`src/rtl/word_serializer_pkg.sv`:
```
// Shared serial-link definitions: serializer FSM encodings, the parity-state
// encodings used by the downstream parity detector, and common widths.
package word_serializer_pkg;

    typedef enum logic [1:0] {
        ST_IDLE  = 2'b00,
        ST_SHIFT = 2'b01,
        ST_GAP   = 2'b10
    } ser_state_t;

    typedef enum logic {
        PAR_EVEN = 1'b0,
        PAR_ODD  = 1'b1
    } parity_state_t;

    localparam int GAP_CNT_W = 4;

    // Downstream detector behaviour: each 1 on x flips the running parity.
    function automatic parity_state_t parity_next(input parity_state_t cur, input logic bit_in);
        parity_state_t nxt;
        nxt = cur;
        if (bit_in) begin
            nxt = (cur == PAR_EVEN) ? PAR_ODD : PAR_EVEN;
        end
        return nxt;
    endfunction

endpackage

```
`src/rtl/word_serializer.sv`:
```
// Parallel-to-serial converter: accepts a WIDTH-bit word on a valid/ready
// handshake and emits it one bit per cycle, followed by GAP idle cycles.
module word_serializer
    import word_serializer_pkg::*;
#(
    parameter int WIDTH     = 8,
    parameter int GAP       = 1,
    parameter int MSB_FIRST = 0
) (
    input  logic             clk,
    input  logic             rst_n,
    input  logic [WIDTH-1:0] din,
    input  logic             din_valid,
    output logic             din_ready,
    output logic             x,
    output logic             x_valid,
    output logic             x_last,
    output logic             busy
);

    localparam int CNT_W = $clog2(WIDTH);
    localparam logic [CNT_W-1:0]     LAST_CNT = CNT_W'(WIDTH - 1);
    localparam logic [GAP_CNT_W-1:0] LAST_GAP = GAP_CNT_W'((GAP > 0) ? (GAP - 1) : 0);

    ser_state_t            state_q;
    ser_state_t            state_d;
    logic [CNT_W-1:0]      bit_cnt_q;
    logic [GAP_CNT_W-1:0]  gap_cnt_q;
    logic [WIDTH-1:0]      shreg_q;
    logic [WIDTH-1:0]      shreg_shifted;
    logic                  in_shift;
    logic                  at_last;
    logic                  accept;
    logic                  head_bit;

    assign in_shift = (state_q == ST_SHIFT);
    assign at_last  = in_shift && (bit_cnt_q == LAST_CNT);
    assign accept   = din_valid && din_ready;

    // The bit on x is always at the outgoing end of the register.
    assign shreg_shifted = (MSB_FIRST != 0) ? {shreg_q[WIDTH-2:0], 1'b0}
                                            : {1'b0, shreg_q[WIDTH-1:1]};
    assign head_bit      = (MSB_FIRST != 0) ? shreg_q[WIDTH-1] : shreg_q[0];

    assign x_valid = in_shift;
    assign x_last  = at_last;
    assign x       = in_shift & head_bit;
    assign busy    = (state_q != ST_IDLE);

    always_comb begin
        din_ready = 1'b0;
        state_d   = ST_IDLE;
        case (state_q)
            ST_IDLE: begin
                din_ready = 1'b1;
                state_d   = din_valid ? ST_SHIFT : ST_IDLE;
            end
            ST_SHIFT: begin
                if (!at_last) begin
                    state_d = ST_SHIFT;
                end else if (GAP > 0) begin
                    state_d = ST_GAP;
                end else begin
                    // With no gap the last bit cycle doubles as an accept slot.
                    din_ready = 1'b1;
                    state_d   = din_valid ? ST_SHIFT : ST_IDLE;
                end
            end
            ST_GAP: begin
                state_d = (gap_cnt_q == LAST_GAP) ? ST_IDLE : ST_GAP;
            end
            default: begin
                state_d = ST_IDLE;
            end
        endcase
    end

    always_ff @(posedge clk) begin
        if (!rst_n) begin
            state_q <= ST_IDLE;
        end else begin
            state_q <= state_d;
        end
    end

    always_ff @(posedge clk) begin
        if (!rst_n) begin
            bit_cnt_q <= '0;
            gap_cnt_q <= '0;
            shreg_q   <= '0;
        end else begin
            if (accept) begin
                shreg_q   <= din;
                bit_cnt_q <= '0;
            end else if (at_last) begin
                shreg_q   <= '0;
                bit_cnt_q <= '0;
            end else if (in_shift) begin
                shreg_q   <= shreg_shifted;
                bit_cnt_q <= bit_cnt_q + CNT_W'(1);
            end

            if (state_q == ST_GAP) begin
                gap_cnt_q <= gap_cnt_q + GAP_CNT_W'(1);
            end else begin
                gap_cnt_q <= '0;
            end
        end
    end

endmodule

```
`config.mk`:
```
export PLATFORM = sky130hd
export DESIGN_NAME = word_serializer
export DESIGN_NICKNAME = d
export VERILOG_FILES = /design/src/rtl/word_serializer_pkg.sv /design/src/rtl/word_serializer.sv
export SDC_FILE = /design/constraint.sdc
export NUM_CORES = 1
export LEC_CHECK = 0
export BUFFER_PORTS_ARGS = -buffer_cell sky130_fd_sc_hd__buf_2
export CORE_UTILIZATION = 40
export DETAILED_ROUTE_END_ITERATION = 6
export PLACE_DENSITY_LB_ADDON = 0.25
export RECOVER_POWER = 25
export SETUP_SLACK_MARGIN = 0.3
export SLEW_MARGIN = 25
export SYNTH_ARGS = -nofsm -noshare
export SYNTH_HDL_FRONTEND = slang
export SYNTH_SLANG_ARGS = --single-unit
```
`constraint.sdc`:
```
create_clock -name clk -period 2 [get_ports clk]
set_input_delay 0.5 -clock clk [delete_from_list [all_inputs] [get_ports clk]]
set_output_delay 0.5 -clock clk [all_outputs]
set_load 0.03 [all_outputs]
```
After elaboration in Yosys (flattened, before gate mapping)
Cells that the tools add are included.
{ "totals": {"register_bits": 17, "inputBits": 11} }
{ "op_classes": {"n_addsub": 2, "n_eq_ne": 3, "bitwise": 2, "muxes": 8, "reduce_logical": 8} }
{ "ops": {"columns": ["cell", "n"], "rows": [
  ["2-to-1 mux 8 bit", 3],
  ["one-hot mux 2 bit (3 select lines)", 1],
  ["adder 4 x 1 -> 4 bit (second input constant)", 1],
  ["zero test 4 bit", 1],
  ["2-to-1 mux 2 bit", 2],
  ["adder 3 x 1 -> 3 bit (second input constant)", 1],
  ["== test 3 bit (second input constant)", 1],
  ["nonzero test 3 bit", 1],
  ["OR reduction 3 bit", 1],
  ["== test 2 x 1 -> 1 bit (second input constant)", 1],
  ["== test 2 bit (second input constant)", 1],
  ["logical AND 1 bit", 2],
  ["zero test 2 bit", 1],
  ["2-to-1 mux 1 bit", 2],
  ["AND reduction 2 bit", 1],
  ["nonzero test 2 bit", 1],
  ["bitwise AND 1 bit", 1],
  ["inverter 1 bit", 1]
]} }

Logic depth before layout (Yosys ltp)
Gate-level depths: netlist of run 1.
{ "depth": {"word_depth": 4, "depth_mapped": 6, "depth_no_buf": 5} }

Least setup slack after synthesis of run 1
OpenSTA, ideal clock, no wires.
{ "synth_path": {"path_type": "reg2out", "startpoint": "register state_q[0]", "endpoint": "output busy", "path_slack_ns": 0.405, "arrival_time_ns": 1.095, "stages_incl_launch_ff": 5, "t_required_ns": 1.500, "path_cell_list": "dfxtp_1 buf_6 buf_6 nor2_2 inv_1"} }
{ "synth_via": {"elab_chain_len": 1} }
{ "synth_rtl": {"columns": ["element", "line_no", "source"], "rows": [
  ["start: declaration", "word_serializer.sv:25", "ser_state_t state_q;"],
  ["start signal: assignment", "word_serializer.sv:82", "state_q <= state_d;"],
  ["nonzero test 2 bit", "word_serializer.sv:48", "assign busy = (state_q != ST_IDLE);"],
  ["end: declaration", "word_serializer.sv:18", "output logic busy"]
]} }
Every way passes these cells.

Worst setup path in the final report of run 1
{ "layout_path": {"startpoint": "register bit_cnt_q[0]", "endpoint": "output x_last"} }
{ "layout_via": {"elab_chain_len": 2} }
{ "layout_rtl": {"columns": ["element", "line_no", "source"], "rows": [
  ["start: declaration", "word_serializer.sv:27", "logic [CNT_W-1:0] bit_cnt_q;"],
  ["start signal: assignment", "word_serializer.sv:100", "bit_cnt_q <= bit_cnt_q + CNT_W'(1);"],
  ["== test 3 bit", "word_serializer.sv:37", "assign at_last = in_shift && (bit_cnt_q == LAST_CNT);"],
  ["logical AND 1 bit", "word_serializer.sv:37", null],
  ["end: declaration", "word_serializer.sv:17", "output logic x_last,"]
]} }
Every way passes these cells.

==> flow_metrics.py, run 1 <==
metrics = {
    "yosys": {
        "synth.ff_latch_count": 17,
        "synth_edf_count": 0,
        "syn_area_per_cell_um2": 9.495,
        "postSynth.topFlopCell": "dfxtp_1",
        "cell_taking_the_most_area_after_synthesis": "dfxtp_1",
        "netlist_instances": 90,
        "synth_fp_nets": 105,
        "ys_top_cells_by_area": "dfxtp_1, o221a_1, ha_1",
        "netlist.area_leader.share_pct": 39.82,
        "async_reset_ff_share_pct": 0,
        "post_synth_most_frequent_cells": "dfxtp_1, nand2_1, nor2b_1",
        "ys_warnings": 0,
        "syn-cell-area_um2": 854.6,
        "yosys.cell_count.top_type": "dfxtp_1",
        "ys_types": 26,
        "seq_area_frac_synth_pct": 39.82,
    },
    "clocking": {
        "ctsRootBufferMaster": "clkbuf_4",
        "cts.clk_slew.worst_paths_ns": 0.10,
        "cts_max_path_buffers": 2,
        "clock_insertion_delay_worst_skew_ns": 0.29,
        "post_cts_hold_buffer_count": 0,
        "cts-buffers-inserted": 3,
        "cts.sinks": 17,
        "clock_tree.htree_level_count": 1,
        "tritoncts": "done",
    },
    "critical_path": {
        "timing.setup.critical_path_class": "reg -> out",
        "critical-path-top-cell-by-count": "ha_4",
        "timing.rr.start": "state_q[1]",
        "critPathCaptureType": "primary output",
        "crit_chain": "ha_4 -> ha_4 -> and2_4 -> buf_6",
        "cp_data_required_time_ns": 1.50,
        "critical_path.max_fanout": 2,
        "critical-path-max-stage-delay_ns": 0.35,
        "start_kind": "register",
        "crit_path_top_delay_cell": "dfxtp_2",
        "ff2ff_path_depth": 4,
        "regToRegEndpoint": "shreg_q[6]",
        "worst_ep_arrival_time_ns": 1.21,
        "regToRegSetupSlack_ns": 0.42,
    },
    "timing": {
        "slew_violations": 0,
        "final.setup_skew_ns": 0.002584,
        "fin_crit_sh_pct": 85.40,
        "final_period_minus_worst_setup_slack_ns": 1.708,
        "hold_violations": 0,
        "setup-tns-final_ns": 0,
        "timing.fmax_ghz": 0.5855,
        "worst_slew_pin_slew_ns": 0.3918,
        "timing.slew.headroom_pct": 73.88,
        "final.hold.worst_slack_ns": 0.4716,
        "grt_setup_unrepaired": "yes",
        "setup-violations-final": 0,
    },
    "floorplanning": {
        "die_w_um": 48.22,
        "dieArea_um2": 2325,
        "floorplan.rows": 16,
        "io_pins": 16,
        "dieHeight_um": 48.22,
        "placeable_core_region_um2": 1982,
        "floorplan.initialDensity_pct": 43.12,
    },
    "routing": {
        "routed_wire_length_per_instance_um": 11.21,
        "num_vias": 685,
        "detailedRoute.firstIterationViolations": 8,
        "final_antenna_net_count": 0,
        "remaining_drc_errors": 0,
        "dr.pass1.iters": 4,
        "drt-total-wl_um": 1536,
        "drt-vias-per-instance": 5.000,
    },
    "finish": {
        "flow.area_growth_from_synthesis_pct": 22.69,
        "antenna_cells": 0,
        "drive_gt1_share_pct": 33.64,
        "final_nets": 126,
    },
    "min_path": {
        "min-delay-path-class": "reg -> reg",
        "hold-path-cell-count": 1,
        "timing.hold.worst.start": "gap_cnt_q[0]",
        "timing.hold.worst_endpoint": "gap_cnt_q[0]",
    },
    "job": {
        "max-cap-violations": 0,
    },
    "grt": {
        "first_global_vias": 605,
        "antenna_found_initial": 0,
        "wire_length_of_the_first_global_routing_pass_um": 2415,
        "grt_overflow": 0,
        "grt_max_degree": 20,
        "grt_use_total_pct": 15.34,
    },
    "power_and_ir_drop": {
        "p_per_area_nw_per_um2": 615.9,
        "total_leakage_power_nw": 0.4376,
        "power.ir.vdd_worst_mv": 0.3901,
    },
    "outcome": {
        "outcome": "complete, no violations",
    },
    "placement": {
        "gp_congestion": 0.7218,
        "post-dp-hpwl_um": 1040,
        "port_buffers": 15,
    },
}
==> stage by stage <==
stage                     power, mW  area (µm²)  setup slack (ns)  instances  utilization (%)
final                        0.6458        1049            0.2920        137            52.90
after global routing         0.6803        1049            0.2491        137            52.90
after CTS                    0.6512        1031            0.2795        135            52.02
after detailed placement     0.4635       925.9            0.3738        127            46.72
after global placement       0.4611       925.9            0.3825        127            46.72
after floorplan              0.4448       854.6            0.4049         90                -
==> final cells by class <==
cell class | instances | area, µm²
repair buffers | 24 | 150.1
well taps | 27 | 33.78
multi-input cells | 62 | 478.0
inverters | 3 | 11.26
clock inverters | 1 | 5.005
flip-flops and latches | 17 | 347.8
fillers | 183 | 933.4
clock buffers | 3 | 22.52
==> routing by layer <==
metal	GRT usage, %	share of wire, %
met3	4.444	3.7
met2	25.60	48
met5	0	0
met4	6.667	1.6
met1	18.20	47
==> critical path: cells and delay by family, from the launching register on <==
kind | cells | cell delay, ns
flops | 1 | 0.35
simple gates | 1 | 0.13
buf+inv | 1 | 0.13
fa+ha+maj | 2 | 0.31
==> power by group <==
part	leakage [nW]	switching [mW]	internal, mW	total, mW
combinational	0.279	0.0512	0.0524	0.104
sequential	0.141	0.00948	0.353	0.363
clock	0.0177	0.105	0.0743	0.179
==> what timing repair did <==
action                                  4_1_cts  5_1_grt
pin swaps                                     1        1
setup buffers                                 4        2
endpoints found under the setup margin        4        4
resized for setup                            14        4
==> kinds of logic after synthesis <==
family          share of synthesized area (%)
simple gates                            20.21
compound gates                          19.18
flops                                   39.82
buf+inv                                 8.345
fa+ha+maj                               5.857
xor+xnor                                3.075
mux                                     3.514
==> cells in the final DEF, fill, tap and decap left out, types with 2 or more instances in the layout <==
cell | netlist | layout
ha_1 | 4 | 2
nor2_1 | 7 | 7
inv_1 | 3 | 3
dfxtp_2 | 0 | 3
and3_1 | 2 | 2
dfxtp_1 | 17 | 13
xnor2_1 | 2 | 2
nor2b_1 | 8 | 8
nand3_1 | 2 | 2
and2_4 | 0 | 2
nand2_1 | 9 | 9
o221a_1 | 7 | 7
clkbuf_1 | 1 | 2
o22ai_1 | 7 | 7
buf_2 | 3 | 12
ha_4 | 0 | 2
mux2i_1 | 3 | 3
buf_6 | 3 | 2
clkbuf_4 | 0 | 3
buf_4 | 1 | 8
==> worst max path at each step <==
| stage | slack (ns) | from | to | depth (start not counted) |
|---|---|---|---|---|
| 2_1_floorplan | 0.40 | state_q[0] | busy | 4 |
| 3_3_place_gp | 0.38 | state_q[1] | x_last | 4 |
| 3_5_place_dp | 0.37 | state_q[1] | x_last | 4 |
| 4_1_cts | 0.28 | bit_cnt_q[1] | x_last | 4 |
| 5_1_grt | 0.25 | bit_cnt_q[0] | x_last | 4 |
| 6_report | 0.29 | bit_cnt_q[0] | x_last | 4 |
==> state kept, by name, indices dropped and copies added, names as in the netlist <==
register	flops
gap_cnt_q	4
bit_cnt_q	3
shreg_q	8
state_q	2
(Power assumes the default switching activity.)
==> run 2, diff against run 1 <==
==> constraint.sdc (replaced) <==
create_clock -name clk -period 2 [get_ports clk]
set_input_delay 0.2 -clock clk [delete_from_list [all_inputs] [get_ports clk]]
set_output_delay 0.2 -clock clk [all_outputs]
set_load 0.03 [all_outputs]
==> run 2 against run 1 <==
- hold slack got worse by 0.29 ns
- first-iteration DRC count fell by 38%
- register-to-register slack improved by 0.18 ns
- sequential share of layout area rose by 2.3 points
- setup slack improved by 0.094 ns
- clock skew fell by 0.0012 ns
- clock-buffer cell count rose by 1
- sequential cell count did not move
- core utilization fell by 4.5 points
- largest power group unchanged
==> flow_metrics.py, run 2 (synthesis results as in run 1) <==
metrics = {
    "timing": {
        "hold_violations": 0,
        "final.hold.worst_slack_ns": 0.1803,
        "timing.slew.headroom_pct": 68.00,
        "timing.fmax_ghz": 0.6197,
        "final_period_minus_worst_setup_slack_ns": 1.614,
        "final.setup_skew_ns": 0.001383,
        "setup-tns-final_ns": 0,
        "setup-violations-final": 0,
        "worst_slew_pin_slew_ns": 0.4793,
        "slew_violations": 0,
        "fin_crit_sh_pct": 80.68,
        "grt_setup_unrepaired": "no",
    },
    "critical_path": {
        "timing.rr.start": "bit_cnt_q[0]",
        "critical-path-max-stage-delay_ns": 0.63,
        "crit_start": "state_q[1]",
        "critPathCaptureType": "primary output",
        "start_kind": "register",
        "worst_ep_arrival_time_ns": 1.41,
        "cp_data_required_time_ns": 1.80,
        "timing.setup.critical_path_class": "reg -> out",
        "critical_path.n_buffers_inverters": 1,
        "crit_path_top_delay_cell": "dfxtp_1",
        "worst_path_dominant_cell_family": "flip-flops",
        "critical_path.max_fanout": 12,
        "crit_chain": "nor2b_4 -> and2_1 -> clkbuf_4",
    },
    "placement": {
        "post-dp-hpwl_um": 1051,
        "port_buffers": 15,
        "gp_congestion": 0.7179,
        "place_area_um2": 910.9,
    },
    "clocking": {
        "ctsRootBufferMaster": "clkbuf_4",
        "cts_max_path_buffers": 2,
        "cts.clk_slew.worst_paths_ns": 0.10,
        "cts.sinks": 17,
        "tritoncts": "done",
        "post_cts_hold_buffer_count": 0,
        "clock_insertion_delay_worst_skew_ns": 0.29,
        "cts-buffers-inserted": 3,
        "clock_tree.htree_level_count": 1,
        "postCtsSetupBuffers": 0,
    },
    "grt": {
        "wire_length_of_the_first_global_routing_pass_um": 2504,
        "first_global_vias": 547,
        "grt_use_total_pct": 15.94,
        "antenna_found_initial": 0,
        "grt_overflow": 0,
        "grt_max_degree": 19,
    },
    "finish": {
        "drive_gt1_share_pct": 23.53,
        "largest_register_ff_count": 8,
        "final_nets": 118,
        "most-common-layout-cells": "dfxtp_1, buf_2, nand2_1",
        "mostFrequentLayoutCell": "dfxtp_1",
        "largestRegisters": "shreg_q: 8 flops, gap_cnt_q: 4 flops, bit_cnt_q: 3 flops",
        "design_area_um2": 959.7,
        "n_fill_cell": 196,
        "finish.utilization_pct": 48.42,
        "flow.area_growth_from_synthesis_pct": 12.30,
        "antenna_cells": 0,
        "regMostFlops": "shreg_q",
    },
    "routing": {
        "routed-wl-met2_um": 656,
        "drt-total-wl_um": 1547,
        "routed-wl-met3_um": 67,
        "final_antenna_net_count": 0,
        "dr.pass1.iters": 4,
        "num_vias": 656,
        "remaining_drc_errors": 0,
        "detailedRoute.firstIterationViolations": 5,
        "maxUsedRoutingLayer": "met4",
        "detail_route.wirelength.met1_um": 804,
        "routed_wire_length_per_instance_um": 11.99,
        "drt-vias-per-instance": 5.085,
    },
    "power_and_ir_drop": {
        "clock_power_share_pct": 28.8,
        "power.share.switching_pct": 25.68,
        "total_design_power_mw": 0.6395,
        "power.ir.vdd_worst_mv": 0.4990,
        "internal_power_mw": 0.4752,
        "p_comb_share_pct": 14.5,
        "total_leakage_power_nw": 0.3979,
        "power.switching_mw": 0.1642,
        "p_per_area_nw_per_um2": 666.4,
        "power.sequential.fraction_pct": 56.8,
    },
    "floorplanning": {
        "io_pins": 16,
        "die_w_um": 48.22,
        "dieArea_um2": 2325,
        "placeable_core_region_um2": 1982,
        "floorplan.rows": 16,
        "dieHeight_um": 48.22,
        "floorplan.initialDensity_pct": 43.12,
    },
    "min_path": {
        "timing.hold.worst.start": "din[7]",
        "min-delay-path-class": "in -> reg",
    },
    "job": {
        "max-cap-violations": 0,
    },
    "outcome": {
        "outcome": "complete, no violations",
    },
}
-- run 2: cell count changes in the layout (fill, tap and decap cells not counted), sizes merged --
cell and change:
buf -7, clkinv -1
-- run 2: worst reg2reg max path: cells and delay by family, from the launching register on --
family / cells / cell delay [ns]
AND/OR/NAND/NOR: 1 / 0.09
AO/OA/AOI/OAI: 1 / 0.33
flip-flops: 1 / 0.36
multiplexers: 1 / 0.09
adder cells (fa/ha/maj): 2 / 0.41
-- run 2: area by class of cell --
cell class / count / area [µm²] / area share (%)
Clock buffer: 4 / 26.28 / 2.738
Timing Repair Buffer: 16 / 85.08 / 8.866
Sequential cell: 17 / 340.3 / 35.46
Inverter: 3 / 11.26 / 1.173
Multi-Input combinational cell: 62 / 462.9 / 48.24
Tap cell: 27 / 33.78 / 3.520
-- run 2: through the flow --
| stage | setup WS (ns) | std cells |
|---|---|---|
| 3_5_place_dp | 0.4703 | 125 |
| 5_1_grt | 0.2962 | 129 |
| 2_1_floorplan | 0.6225 | 90 |
| 4_1_cts | 0.3162 | 129 |
| 6_report | 0.3864 | 129 |
| 3_3_place_gp | 0.5471 | 125 |
-- run 2: final timing paths --
| check | end | slack, ns | depth (start not counted) |
|---|---|---|---|
| worst min register to register | gap_cnt_q[0] | 0.48 | 1 |
| worst max-delay path | x_last | 0.39 | 3 |
| worst min-delay path | shreg_q[7] | 0.18 | 3 |
| worst max register to register | bit_cnt_q[2] | 0.60 | 5 |
-- run 2: what timing repair did --
item | in CTS | in global routing
gates resized for setup | 2 | 3
hold endpoints to repair | 0 | 0
endpoints found under the setup margin | 2 | 1
-- run 2: metal layers --
metal  global-route usage (%)  vias to the layer above
met5                        0                        -
met4                    5.000                        0
met3                    6.667                        5
met2                    22.13                       18
met1                    22.20                      297
li1                         -                      336
-- run 2: power by group through the flow --
stage | Sequential, mW | Clock [mW] | Combinational [mW]
after global placement | 0.370 | 0 | 0.0892
after detailed placement | 0.371 | 0 | 0.0909
after CTS | 0.363 | 0.189 | 0.0918
after global routing | 0.365 | 0.203 | 0.103
after floorplan | 0.369 | 0 | 0.0761
final | 0.363 | 0.184 | 0.0924
==> run 3, diff against run 2 <==
--- a/config.mk
+++ b/config.mk
@@ -5,6 +5,7 @@
 export SDC_FILE = /design/constraint.sdc
 export NUM_CORES = 1
 export LEC_CHECK = 0
+export ABC_AREA = 1
 export BUFFER_PORTS_ARGS = -buffer_cell sky130_fd_sc_hd__buf_2
 export CORE_UTILIZATION = 40
 export DETAILED_ROUTE_END_ITERATION = 6
==> constraint.sdc (replaced) <==
create_clock -name clk -period 1.5 [get_ports clk]
set_input_delay 0.15 -clock clk [delete_from_list [all_inputs] [get_ports clk]]
set_output_delay 0.15 -clock clk [all_outputs]
set_load 0.03 [all_outputs]
==> run 3 against run 2 <==
- first-iteration DRC count up 100%
- synthesized cell count increased by 42%
- clock-buffer cell count down 1
- global-route usage rose by 1.6 points
- setup slack worse by 0.24 ns
- register-to-register slack worse by 0.34 ns
- critical path type unchanged
- highest routed layer unchanged
==> flow_metrics.py, run 3 <==
metrics = {
    "outcome": {
        "outcome": "complete, no violations",
    },
    "power_and_ir_drop": {
        "power.sequential.fraction_pct": 51.2,
        "p_per_area_nw_per_um2": 807.6,
        "p_comb_share_pct": 23.2,
        "total_leakage_power_nw": 0.5501,
        "power.switching_mw": 0.2840,
        "power.ir.vdd_worst_mv": 0.6317,
        "internal_power_mw": 0.6719,
        "clock_power_share_pct": 25.6,
        "power.share.switching_pct": 29.71,
    },
    "yosys": {
        "cell_taking_the_most_area_after_synthesis": "dfxtp_1",
        "netlist_instances": 128,
        "netlist.area_leader.share_pct": 38.97,
        "seq_area_frac_synth_pct": 38.97,
        "syn-cell-area_um2": 873.3,
        "syn_area_per_cell_um2": 6.823,
        "ys_types": 20,
        "synth_fp_nets": 143,
        "post_synth_most_frequent_cells": "nand2_1, nor2_1, dfxtp_1",
        "ys_warnings": 0,
        "synth.ff_latch_count": 17,
        "async_reset_ff_share_pct": 0,
        "yosys.cell_count.top_type": "nand2_1",
        "postSynth.topFlopCell": "dfxtp_1",
        "ys_top_cells_by_area": "dfxtp_1, nand2_1, nor2_1",
        "synth_edf_count": 0,
    },
    "routing": {
        "detail_route.wirelength.met1_um": 806,
        "routed-wl-met3_um": 70,
        "drt-vias-per-instance": 4.620,
        "dr.pass1.iters": 4,
        "remaining_drc_errors": 0,
        "routed_wire_length_per_instance_um": 10.53,
        "routed-wl-met2_um": 1045,
        "maxUsedRoutingLayer": "met4",
        "drt-total-wl_um": 1938,
        "detailedRoute.firstIterationViolations": 10,
        "num_vias": 850,
        "final_antenna_net_count": 0,
    },
    "floorplanning": {
        "placeable_core_region_um2": 2002,
        "io_pins": 16,
        "floorplan.initialDensity_pct": 43.63,
        "dieArea_um2": 2374,
        "die_w_um": 48.73,
        "floorplan.rows": 16,
        "dieHeight_um": 48.73,
    },
    "grt": {
        "wire_length_of_the_first_global_routing_pass_um": 3270,
        "grt_use_total_pct": 17.51,
        "first_global_vias": 812,
        "antenna_found_initial": 0,
        "grt_max_degree": 12,
        "grt_overflow": 0,
    },
    "critical_path": {
        "timing.rr.start": "bit_cnt_q[0]",
        "timing.setup.critical_path_class": "reg -> out",
        "critPathCaptureType": "primary output",
        "critical-path-max-stage-delay_ns": 0.35,
        "crit_path_top_delay_cell": "dfxtp_2",
        "critical_path.n_buffers_inverters": 2,
        "critical_path.max_fanout": 2,
        "start_kind": "register",
        "regToRegEndpoint": "shreg_q[6]",
        "regToRegSetupSlack_ns": 0.26,
        "worst_path_dominant_cell_family": "flip-flops",
        "worst_ep_arrival_time_ns": 1.20,
        "critical-path-top-cell-by-count": "ha_4",
        "cp_data_required_time_ns": 1.35,
        "crit_chain": "ha_4 -> ha_4 -> nand3_4 -> inv_2 -> buf_6",
        "ff2ff_path_depth": 8,
    },
    "min_path": {
        "min-delay-path-class": "in -> reg",
        "timing.hold.worst_endpoint": "shreg_q[7]",
        "timing.hold.worst.start": "din[7]",
        "hold-path-cell-count": 3,
    },
    "timing": {
        "timing.slew.headroom_pct": 76.01,
        "final.hold.worst_slack_ns": 0.1037,
        "final.setup_skew_ns": 0.01638,
        "worst_slew_pin_slew_ns": 0.3613,
        "setup-violations-final": 0,
        "timing.fmax_ghz": 0.7393,
        "final_period_minus_worst_setup_slack_ns": 1.353,
        "hold_violations": 0,
        "finalWorstSetupSlack_ns": 0.1474,
        "slew_violations": 0,
        "grt_setup_unrepaired": "yes",
        "setup-tns-final_ns": 0,
        "fin_crit_sh_pct": 90.17,
    },
    "clocking": {
        "cts.clk_slew.worst_paths_ns": 0.11,
        "cts.sinks": 17,
        "tritoncts": "done",
        "ctsRootBufferMaster": "clkbuf_4",
        "clock_insertion_delay_worst_skew_ns": 0.30,
        "cts_max_path_buffers": 2,
        "cts-buffers-inserted": 3,
        "post_cts_hold_buffer_count": 0,
        "clock_tree.htree_level_count": 1,
    },
    "finish": {
        "mostFrequentLayoutCell": "nand2_1",
        "final_nets": 173,
        "antenna_cells": 0,
        "largest_register_ff_count": 8,
        "largestRegisters": "shreg_q: 8 flops, gap_cnt_q: 4 flops, bit_cnt_q: 3 flops",
        "most-common-layout-cells": "nand2_1, nor2_1, dfxtp_1",
        "drive_gt1_share_pct": 31.85,
        "flow.area_growth_from_synthesis_pct": 35.53,
        "regMostFlops": "shreg_q",
    },
    "job": {
        "max-cap-violations": 0,
    },
    "placement": {
        "post-dp-hpwl_um": 1250,
        "port_buffers": 15,
        "gp_congestion": 0.7862,
        "detailedPlace.worstSlack_ns": 0.2132,
    },
}
## run 3: cell count changes in the layout (fill, tap and decap cells not counted), moves of 6 or more
cell and change:
nand2_1 +26, o22ai_1 -6, nor2_1 +20, buf_4 +10
nand3_1 +7, inv_1 +9, nor2b_1 -7, o221a_1 -7
## run 3: worst max-delay path by stage
stage | startpoint | end | slack (ns) | cells past startpoint
floorplan | bit_cnt_q[0] | x_last | 0.32 | 4
global placement | bit_cnt_q[0] | x_last | 0.22 | 5
detailed placement | bit_cnt_q[0] | x_last | 0.21 | 5
CTS | bit_cnt_q[0] | x_last | 0.16 | 5
global route | bit_cnt_q[0] | x_last | 0.1 | 5
finish | bit_cnt_q[0] | x_last | 0.15 | 5
## run 3: final cells by class
type	count	area (µm²)
Clock buffer	3	22.52
Fill cell	199	818.3
Multi-Input combinational cell	92	514.2
Sequential cell	17	350.3
Tap cell	27	33.78
Timing Repair Buffer	27	188.9
Inverter	17	68.82
Clock inverter	1	5.005
## run 3: logic make-up (layout without fill, tap and decap cells)
kind of cell    Yosys count  in the layout  synth area share [%]
compound gates            6              6                 5.158
simple gates             79             79                 38.83
flops                    17             17                 38.97
fa+ha+maj                 4              4                 5.731
buf+inv                  19             48                 8.308
xor+xnor                  3              3                 3.009
## run 3: per-layer routing
layer	global-route usage [%]	vias to the layer above
met1	20.12	389
met5	0	-
li1	-	447
met2	31.48	12
met4	4.902	0
met3	4.717	2
## run 3: through the flow
step | area (µm²) | std cells | total power, mW | util (%)
2_1_floorplan | 882.1 | 128 | 0.6292 | -
3_3_place_gp | 982.2 | 168 | 0.6668 | 49.06
3_5_place_dp | 982.2 | 168 | 0.6716 | 49.06
4_1_cts | 1122 | 177 | 0.9373 | 56.06
5_1_grt | 1184 | 184 | 1.013 | 59.13
6_report | 1184 | 184 | 0.9559 | 59.13
## run 3: repair_timing
| item | in CTS | in global routing |
|---|---|---|
| setup endpoints to repair | 15 | 14 |
| pin swaps | 4 | 1 |
| gates resized for setup | 22 | 3 |
| setup buffers | 5 | 7 |
## run 3: power by group through the flow
| stage | Clock [mW] | Combinational (mW) | Sequential (mW) |
|---|---|---|---|
| global placement | 0 | 0.167 | 0.500 |
| global route | 0.274 | 0.247 | 0.492 |
| floorplan | 0 | 0.132 | 0.497 |
| CTS | 0.251 | 0.197 | 0.489 |
| finish | 0.245 | 0.221 | 0.489 |
| detailed placement | 0 | 0.171 | 0.501 |
## run 3: worst reg2reg max path, delay by kind of cell (launching register included)
kind / cells / cell delay, ns
fa+ha+maj: 2 / 0.28
flops: 1 / 0.37
simple gates: 5 / 0.30
buf+inv: 1 / 0.17
